File: config.mk
export PLATFORM = sky130hd
export DESIGN_NAME = seq_pattern_recognizer
export DESIGN_NICKNAME = d
export VERILOG_FILES = /design/src/rtl/seq_recog_pkg.sv /design/src/rtl/pulse_stretcher.sv /design/src/rtl/seq_pattern_recognizer.sv
export SDC_FILE = /design/constraint.sdc
export NUM_CORES = 1
export LEC_CHECK = 0
export ABC_AREA = 0
export ABC_CLOCK_PERIOD_IN_PS = 5390
export CAP_MARGIN = 0
export CORE_MARGIN = 8
export CORE_UTILIZATION = 60
export DETAILED_ROUTE_END_ITERATION = 10
export DONT_BUFFER_PORTS = 1
export PLACE_DENSITY = 0.76
export SYNTH_ARGS = -nofsm -noshare
export SYNTH_HDL_FRONTEND = slang
export SYNTH_HIERARCHICAL = 1
export SYNTH_SLANG_ARGS = --single-unit
File: constraint.sdc
create_clock -name clk -period 5.39 [get_ports clk]
set_input_delay 0 -clock clk [delete_from_list [all_inputs] [get_ports clk]]
set_output_delay 0 -clock clk [all_outputs]
set_load 0.01 [all_outputs]
File: src/rtl/seq_recog_pkg.sv
// Shared constants and helpers for the serial pattern recognizer.
// Mode encodings for overlap_en and the fill-counter width helper.
package seq_recog_pkg;

    localparam logic MODE_NONOVERLAP = 1'b0;
    localparam logic MODE_OVERLAP    = 1'b1;

    function automatic int fill_width(input int pat_len);
        return $clog2(pat_len + 1);
    endfunction

endpackage

File: src/rtl/pulse_stretcher.sv
// Stretches a single-cycle trigger into a HOLD-cycle registered level.
// A trigger while active reloads the hold count rather than extending it.
module pulse_stretcher #(
    parameter int HOLD = 8
) (
    input  logic clk,
    input  logic rst_n,
    input  logic trig,
    output logic out
);

    localparam int HW = $clog2(HOLD + 1);
    localparam logic [HW-1:0] HOLD_V = HW'(HOLD);

    logic [HW-1:0] r_hold;
    logic [HW-1:0] w_hold_next;
    logic          r_out;

    always_comb begin
        w_hold_next = r_hold;
        if (trig) begin
            w_hold_next = HOLD_V;
        end else if (r_hold != '0) begin
            w_hold_next = r_hold - 1'b1;
        end
    end

    always_ff @(posedge clk or negedge rst_n) begin
        if (!rst_n) begin
            r_hold <= '0;
            r_out  <= 1'b0;
        end else begin
            r_hold <= w_hold_next;
            r_out  <= (w_hold_next != '0);
        end
    end

    assign out = r_out;

endmodule

File: src/rtl/seq_pattern_recognizer.sv
// Serial PAT_LEN-bit pattern detector with match pulse, stretched LED
// drive and saturating match counter.
module seq_pattern_recognizer
    import seq_recog_pkg::*;
#(
    parameter int                 PAT_LEN = 4,
    parameter logic [PAT_LEN-1:0] PATTERN = 4'b0011,
    parameter int                 HOLD    = 8,
    parameter int                 CNT_W   = 8
) (
    input  logic             clk,
    input  logic             rst_n,
    input  logic             bit_valid,
    input  logic             bit_in,
    input  logic             overlap_en,
    input  logic             clear_count,
    output logic             match,
    output logic             led,
    output logic [CNT_W-1:0] match_count
);

    localparam int FW = fill_width(PAT_LEN);
    localparam logic [FW-1:0]    FULL    = FW'(PAT_LEN);
    localparam logic [CNT_W-1:0] CNT_MAX = '1;

    logic [PAT_LEN-1:0] r_window;
    logic [FW-1:0]      r_fill;
    logic               r_match;
    logic [CNT_W-1:0]   r_count;

    logic [PAT_LEN-1:0] w_window_next;
    logic [FW-1:0]      w_fill_next;
    logic               w_hit;

    assign w_window_next = {r_window[PAT_LEN-2:0], bit_in};
    assign w_fill_next   = (r_fill == FULL) ? FULL : r_fill + 1'b1;
    assign w_hit = bit_valid && (w_fill_next == FULL)
                 && (w_window_next == PATTERN);

    always_ff @(posedge clk or negedge rst_n) begin
        if (!rst_n) begin
            r_window <= '0;
            r_fill   <= '0;
            r_match  <= 1'b0;
        end else begin
            r_match <= w_hit;
            if (bit_valid) begin
                r_window <= w_window_next;
                // A non-overlapping hit consumes the whole window.
                if (w_hit && overlap_en == MODE_NONOVERLAP) begin
                    r_fill <= '0;
                end else begin
                    r_fill <= w_fill_next;
                end
            end
        end
    end

    always_ff @(posedge clk or negedge rst_n) begin
        if (!rst_n) begin
            r_count <= '0;
        end else if (clear_count) begin
            r_count <= w_hit ? CNT_W'(1) : '0;
        end else if (w_hit && r_count != CNT_MAX) begin
            r_count <= r_count + 1'b1;
        end
    end

    pulse_stretcher #(
        .HOLD (HOLD)
    ) u_led (
        .clk   (clk),
        .rst_n (rst_n),
        .trig  (w_hit),
        .out   (led)
    );

    assign match       = r_match;
    assign match_count = r_count;

endmodule
==> run_results.csv, run 1 <==
group,metric,value,unit
cts,cts_tree,"yes",
worst_hold_path,worstHoldStart,"bit_in",
finish,mostFrequentLayoutCells,"dfrtp_1 (20), a21oi_1 (9), inv_1 (8)",
finish,nets,118,
setup_path,worstPathMaxFanout,9,
global_route,antenna_found_initial,0,
synthesis,synth_cells,101,
setup_path,endpoint_kind,"register",
placement,dp_worst_setup_slack,3.21,ns
synthesis,synth-seq-cells,20,
cts,post_cts_resized,0,
setup_path,path_cells,"inv_1 > ha_1 > inv_1 > a32o_1 > nand2_1 > inv_1 > nor2b_1 > mux2_2 > or3_1",
worst_hold_path,hold_path.class,"primary input to register",
placement,gp_congestion,0.777,
sta,setup-violations-final,0,
setup_path,cp_common_cell,"inv_1",
drt,vias,783,
drt,routedWlPerCell,15.7,µm
placement,dp_hpwl,1480,µm
setup_path,r2r-end,"u_led/out$_DFF_PN0_",
cts,clk_latency,0.29,ns
drt,drcViolationCount,0,
sta,rsz0062_at_grt,"false",
finish,final_cells,124,
sta,setup-tns-final,0,ns
sta,tightestPinTransition,0.864,ns
setup_path,regToRegSetupSlack,3.17,ns
sta,min_period_over_period,41.2,%
sta,slew_violations,0,
drt,drt_iter0_markers,20,
cts,post_cts_buffers,0,
floorplanning,start_util,61.6,%
synthesis,yosysWarningCount,6,
global_route,grt_pass1_vias,773,
global_route,grt_usage,12.5,%
sta,whs,0.0821,ns
floorplanning,core-area,1670,µm²
global_route,grt_pass1_wl,3280,µm
floorplanning,chipHeight,57.4,µm
drt,drtAntennaViolNets,0,
synthesis,yosysSeqAreaShare,48.6,%
setup_path,critPathLaunchType,"register",
setup_path,r2r_cells,9,
drt,wirelength,1950,µm
synthesis,syn_area_per_cell,10.2,µm²
setup_path,cp_data_arrival_time,2.40,ns
placement,dp_cells,115,
finish,final_common_cell,"dfrtp_1",
synthesis,syn_area,1030,µm²
synthesis,async_reset_ff_share,100,%
synthesis,synth_area_leaders,"dfrtp_1 (49%), ha_1 (4.9%), a21oi_1 (4.4%)",
power,power.total,486,µW
sta,maxSlewHeadroom,42.2,%
setup_path,max_stage_delay,0.42,ns
sta,setup_ws,3.17,ns
floorplanning,die_area,3300,µm²
floorplanning,die_x,57.4,µm
finish,synthToLayoutAreaGrowth,10.1,%
floorplanning,boundaryPins,16,
synthesis,synth_top_cell_by_area,"dfrtp_1",
cts,cts_sinks,20,
synthesis,synth-edff-count,0,
status,status,"complete, no violations",
setup_path,cp.required,5.57,ns
setup_path,critPathKind,"register to register",
placement,place_area,1030,µm²
setup_path,cp.buffers_inverters,3,
cts,numCtsBuffers,3,
synthesis,synth_ff_type,"dfrtp_1",
setup_path,cp_top_family,"simple AND/OR/NAND/NOR gates",
sta,clock_skew,0.00499,ns
global_route,overflow,0,
synthesis,yosys.cell_types.count,34,
floorplanning,num_rows,15,
drt,first_pass_iters,4,
drt,vias_per_cell,6.31,
sta,max_freq,450,MHz
global_route,grt_max_degree,21,
finish,diodes,0,
setup_path,slowest_stage,"dfrtp_1",
job,drv_cap,0,
power,p_per_area,429,nW/µm²
cts,clockBufferDepth,2,
cts,clkTransAtPathRegs,0.11,ns
setup_path,worstReg2RegStart,"r_fill[0]$_DFFE_PN0P_",
synthesis,syn_nets,111,
cts,h-tree-depth,1,
power,power_leakage,0.504,nW
finish,design_area,1130,µm²
sta,hold_viol,0,
synthesis,synth.top_cell.area_share,48.6,%
finish,drive_above_1_share,9.35,%
cts,cts-root-buf,"clkbuf_4",
sta,min_period,2.22,ns
worst_hold_path,hold-path-cell-count,4,
placement,port-buffer-count,0,
power,peakVddDrop,272,µV
worst_hold_path,holdPathEnd,"match$_DFF_PN0_",
finish,final_util,67.9,%
## repair_timing
item,4_1_cts,5_1_grt
setup endpoints to repair,0,0
hold buffers,5,0
hold endpoints to repair,34,0
## cells by family after synthesis
| family | after synthesis | share of synthesized area (%) |
|---|---|---|
| compound gates | 24 | 13.9 |
| fa+ha+maj | 4 | 4.86 |
| buf+inv | 11 | 4.86 |
| flops | 20 | 48.6 |
| mux | 4 | 4.25 |
| simple gates | 38 | 23.6 |
## cell type report
class / instances / area (µm²)
Inverter: 8 / 30.0
Fill cell: 128 / 537
Clock inverter: 1 / 30.0
Sequential cell: 20 / 500
Tap cell: 17 / 21.3
Multi-Input combinational cell: 70 / 479
Timing Repair Buffer: 5 / 50.0
Clock buffer: 3 / 22.5
## worst max-delay path by stage
| stage | cells after the start | slack, ns | from | endpoint |
|---|---|---|---|---|
| after CTS | 9 | 3.22 | r_fill[0]$_DFFE_PN0P_ | u_led/out$_DFF_PN0_ |
| after global routing | 9 | 3.09 | r_fill[0]$_DFFE_PN0P_ | u_led/out$_DFF_PN0_ |
| after floorplan | 9 | 3.45 | r_fill[0]$_DFFE_PN0P_ | u_led/out$_DFF_PN0_ |
| final | 9 | 3.17 | r_fill[0]$_DFFE_PN0P_ | u_led/out$_DFF_PN0_ |
| after detailed placement | 9 | 3.21 | r_fill[0]$_DFFE_PN0P_ | u_led/out$_DFF_PN0_ |
| after global placement | 9 | 3.36 | r_fill[0]$_DFFE_PN0P_ | u_led/out$_DFF_PN0_ |
## where the power goes
part           switching, mW  total (mW)  internal, mW
Combinational         0.0780       0.150        0.0725
Sequential            0.0351       0.217         0.182
Clock                 0.0436       0.119        0.0751
## registers in the layout (all words and copies together) (netlist names)
register	cells
r_window	3
match_count	8
u_led/r_hold	4
match	1
r_fill	3
u_led/out	1
## tightest hold or removal path, cell delays in order
cell	delay, ns
nand2_4	0.05
nor4_4	0.05
nand2_1	0.07
inv_1	0.13
## cells in the mapped netlist, types with 2 or more instances
| cell | instances |
|---|---|
| o31ai_1 | 2 |
| nand3b_1 | 2 |
| nand3_1 | 5 |
| nor3_1 | 3 |
| dfrtp_1 | 20 |
| o21ai_0 | 7 |
| and3_1 | 3 |
| or3_1 | 4 |
| ha_1 | 4 |
| nor2_1 | 3 |
| or4_1 | 2 |
| a21oi_1 | 9 |
| mux2_2 | 3 |
| nor2b_1 | 2 |
| inv_1 | 8 |
| nand2_1 | 6 |
## per-layer routing
metal | global-route usage [%] | up-vias | share of wire (%)
li1 | - | 378 | -
met1 | 13.6 | 382 | 43
met2 | 21.4 | 18 | 49
met3 | 4.48 | 5 | 7.1
met4 | 5.00 | 0 | 1.4
met5 | 0 | - | 0
Power figures use the tool's default switching activity.
==> inputs of run 2 (changes only) <==
- ABC_CLOCK_PERIOD_IN_PS: 5390 -> 2000
- CORE_UTILIZATION: 60 -> 54
- PLACE_DENSITY: 0.76 -> 0.72
- clock period: 5.39 -> 2 ns (I/O delays scaled with it)
==> run_results.csv, run 2 (synthesis gave the netlist of run 1 again) <==
group,metric,value,unit
drt,drtAntennaViolNets,0,
finish,mostFrequentLayoutCells,"dfrtp_1 (20), a21oi_1 (8), buf_4 (8)",
global_route,grt_pass1_wl,3590,µm
placement,dp_hpwl,1530,µm
sta,setup_ws,0.0117,ns
finish,final_common_cell,"dfrtp_1",
cts,cts_tree,"yes",
cts,numCtsBuffers,3,
floorplanning,die_area,3560,µm²
power,p_per_area,1070,nW/µm²
global_route,overflow,0,
power,peakVddDrop,676,µV
sta,hold_viol,0,
cts,clockBufferDepth,2,
global_route,antenna_found_initial,0,
placement,port-buffer-count,0,
worst_hold_path,hold_path.class,"primary input to register",
finish,largest_register_ffs,8,
drt,wirelength,2340,µm
drt,first_pass_iters,4,
drt,routedWlPerCell,16.6,µm
setup_path,endpoint_kind,"register",
cts,cts-root-buf,"clkbuf_4",
global_route,grt_pass1_vias,784,
floorplanning,num_rows,15,
drt,drcViolationCount,0,
global_route,grt_max_degree,21,
floorplanning,core-area,1760,µm²
sta,min_period_over_period,99.4,%
setup_path,cp_data_arrival_time,2.17,ns
sta,max_freq,503,MHz
floorplanning,boundaryPins,16,
setup_path,critPathKind,"register to register",
sta,clock_skew,0.00646,ns
floorplanning,start_util,58.4,%
drt,vias,836,
finish,diodes,0,
job,drv_cap,0,
finish,nets,127,
sta,tightestPinTransition,0.894,ns
sta,rsz0062_at_grt,"true",
sta,min_period,1.99,ns
global_route,grt_usage,13.3,%
finish,drive_above_1_share,24.1,%
setup_path,worstPathMaxFanout,5,
cts,cts_sinks,20,
cts,clkTransAtPathRegs,0.11,ns
drt,vias_per_cell,5.93,
drt,drt_iter0_markers,20,
setup_path,cp.required,2.18,ns
status,status,"complete, no violations",
setup_path,critPathLaunchType,"register",
floorplanning,die_x,59.7,µm
sta,setup-violations-final,0,
power,power_leakage,0.552,nW
placement,gp_congestion,0.737,
sta,slew_violations,0,
finish,fillerInstances,135,
placement,dp_worst_setup_slack,0.00157,ns
finish,synthToLayoutAreaGrowth,19.8,%
floorplanning,chipHeight,59.7,µm
cts,h-tree-depth,1,
cts,clk_latency,0.30,ns
sta,setup-tns-final,0,ns
sta,maxSlewHeadroom,40.2,%
[run 2: layout make-up]
type | count | area, µm² | area share, %
multi-input cells | 70 | 514 | 41.7
flip-flops and latches | 20 | 500 | 40.6
repair buffers | 14 | 121 | 9.84
clock buffers | 4 | 36.3 | 2.94
well taps | 25 | 31.3 | 2.54
inverters | 8 | 30.0 | 2.43
[run 2: repair_timing]
| action | CTS | global route |
|---|---|---|
| setup endpoints to repair | 1 | 4 |
| hold buffers | 5 | 0 |
| setup buffers | 0 | 2 |
| endpoints found under the hold margin | 34 | 0 |
| pin swaps | 0 | 3 |
| resized for setup | 1 | 11 |
[run 2: report_power, final]
group          leakage, nW  internal, mW  switching, mW
clock               0.0210         0.111          0.121
combinational        0.275         0.241          0.248
sequential           0.256         0.490          0.109
[run 2: worst paths after layout]
| path | end | start | depth (start not counted) | slack (ns) |
|---|---|---|---|---|
| min reg2reg | r_window[0]$_DFFE_PN0P_ | r_window[0]$_DFFE_PN0P_ | 2 | 0.58 |
| max reg2reg | u_led/out$_DFF_PN0_ | r_fill[0]$_DFFE_PN0P_ | 9 | 0.01 |
| min in group asynchronous | r_fill[2]$_DFFE_PN0P_ | rst_n | 1 | 0.25 |
| max | u_led/out$_DFF_PN0_ | r_fill[0]$_DFFE_PN0P_ | 9 | 0.01 |
| min | r_fill[2]$_DFFE_PN0P_ | bit_in | 5 | 0.13 |
| max in group asynchronous | u_led/r_hold[1]$_DFF_PN0_ | rst_n | 1 | 1.19 |
[run 2: per-stage QoR]
step	cell area [µm²]	hold slack [ns]	utilization (%)	cells	total power, mW
final	1230	0.126	69.9	141	1.32
after global routing	1230	0.162	69.9	141	1.41
after CTS	1180	0.116	66.9	139	1.26
after detailed placement	1090	-0.295	62.0	130	0.999
after global placement	1090	-0.295	62.0	130	0.975
after floorplan	1030	-0.296	-	101	0.890
[run 2: per-layer routing]
| metal | track usage, % | vias to the layer above | wire length, µm |
|---|---|---|---|
| met3 | 4.93 | 2 | 144 |
| li1 | - | 397 | - |
| met2 | 22.8 | 19 | 1230 |
| met5 | 0 | - | 0 |
| met4 | 3.06 | 0 | 10 |
| met1 | 15.3 | 418 | 959 |
[run 2: worst max-delay path: stages (launching register included)]
cell and delay [ns]:
dfrtp_1 0.40, inv_1 0.08, ha_1 0.31, inv_1 0.07, a32o_2 0.18, nand2_2 0.06
inv_2 0.10, nor2b_1 0.05, mux2_2 0.26, or3_1 0.34
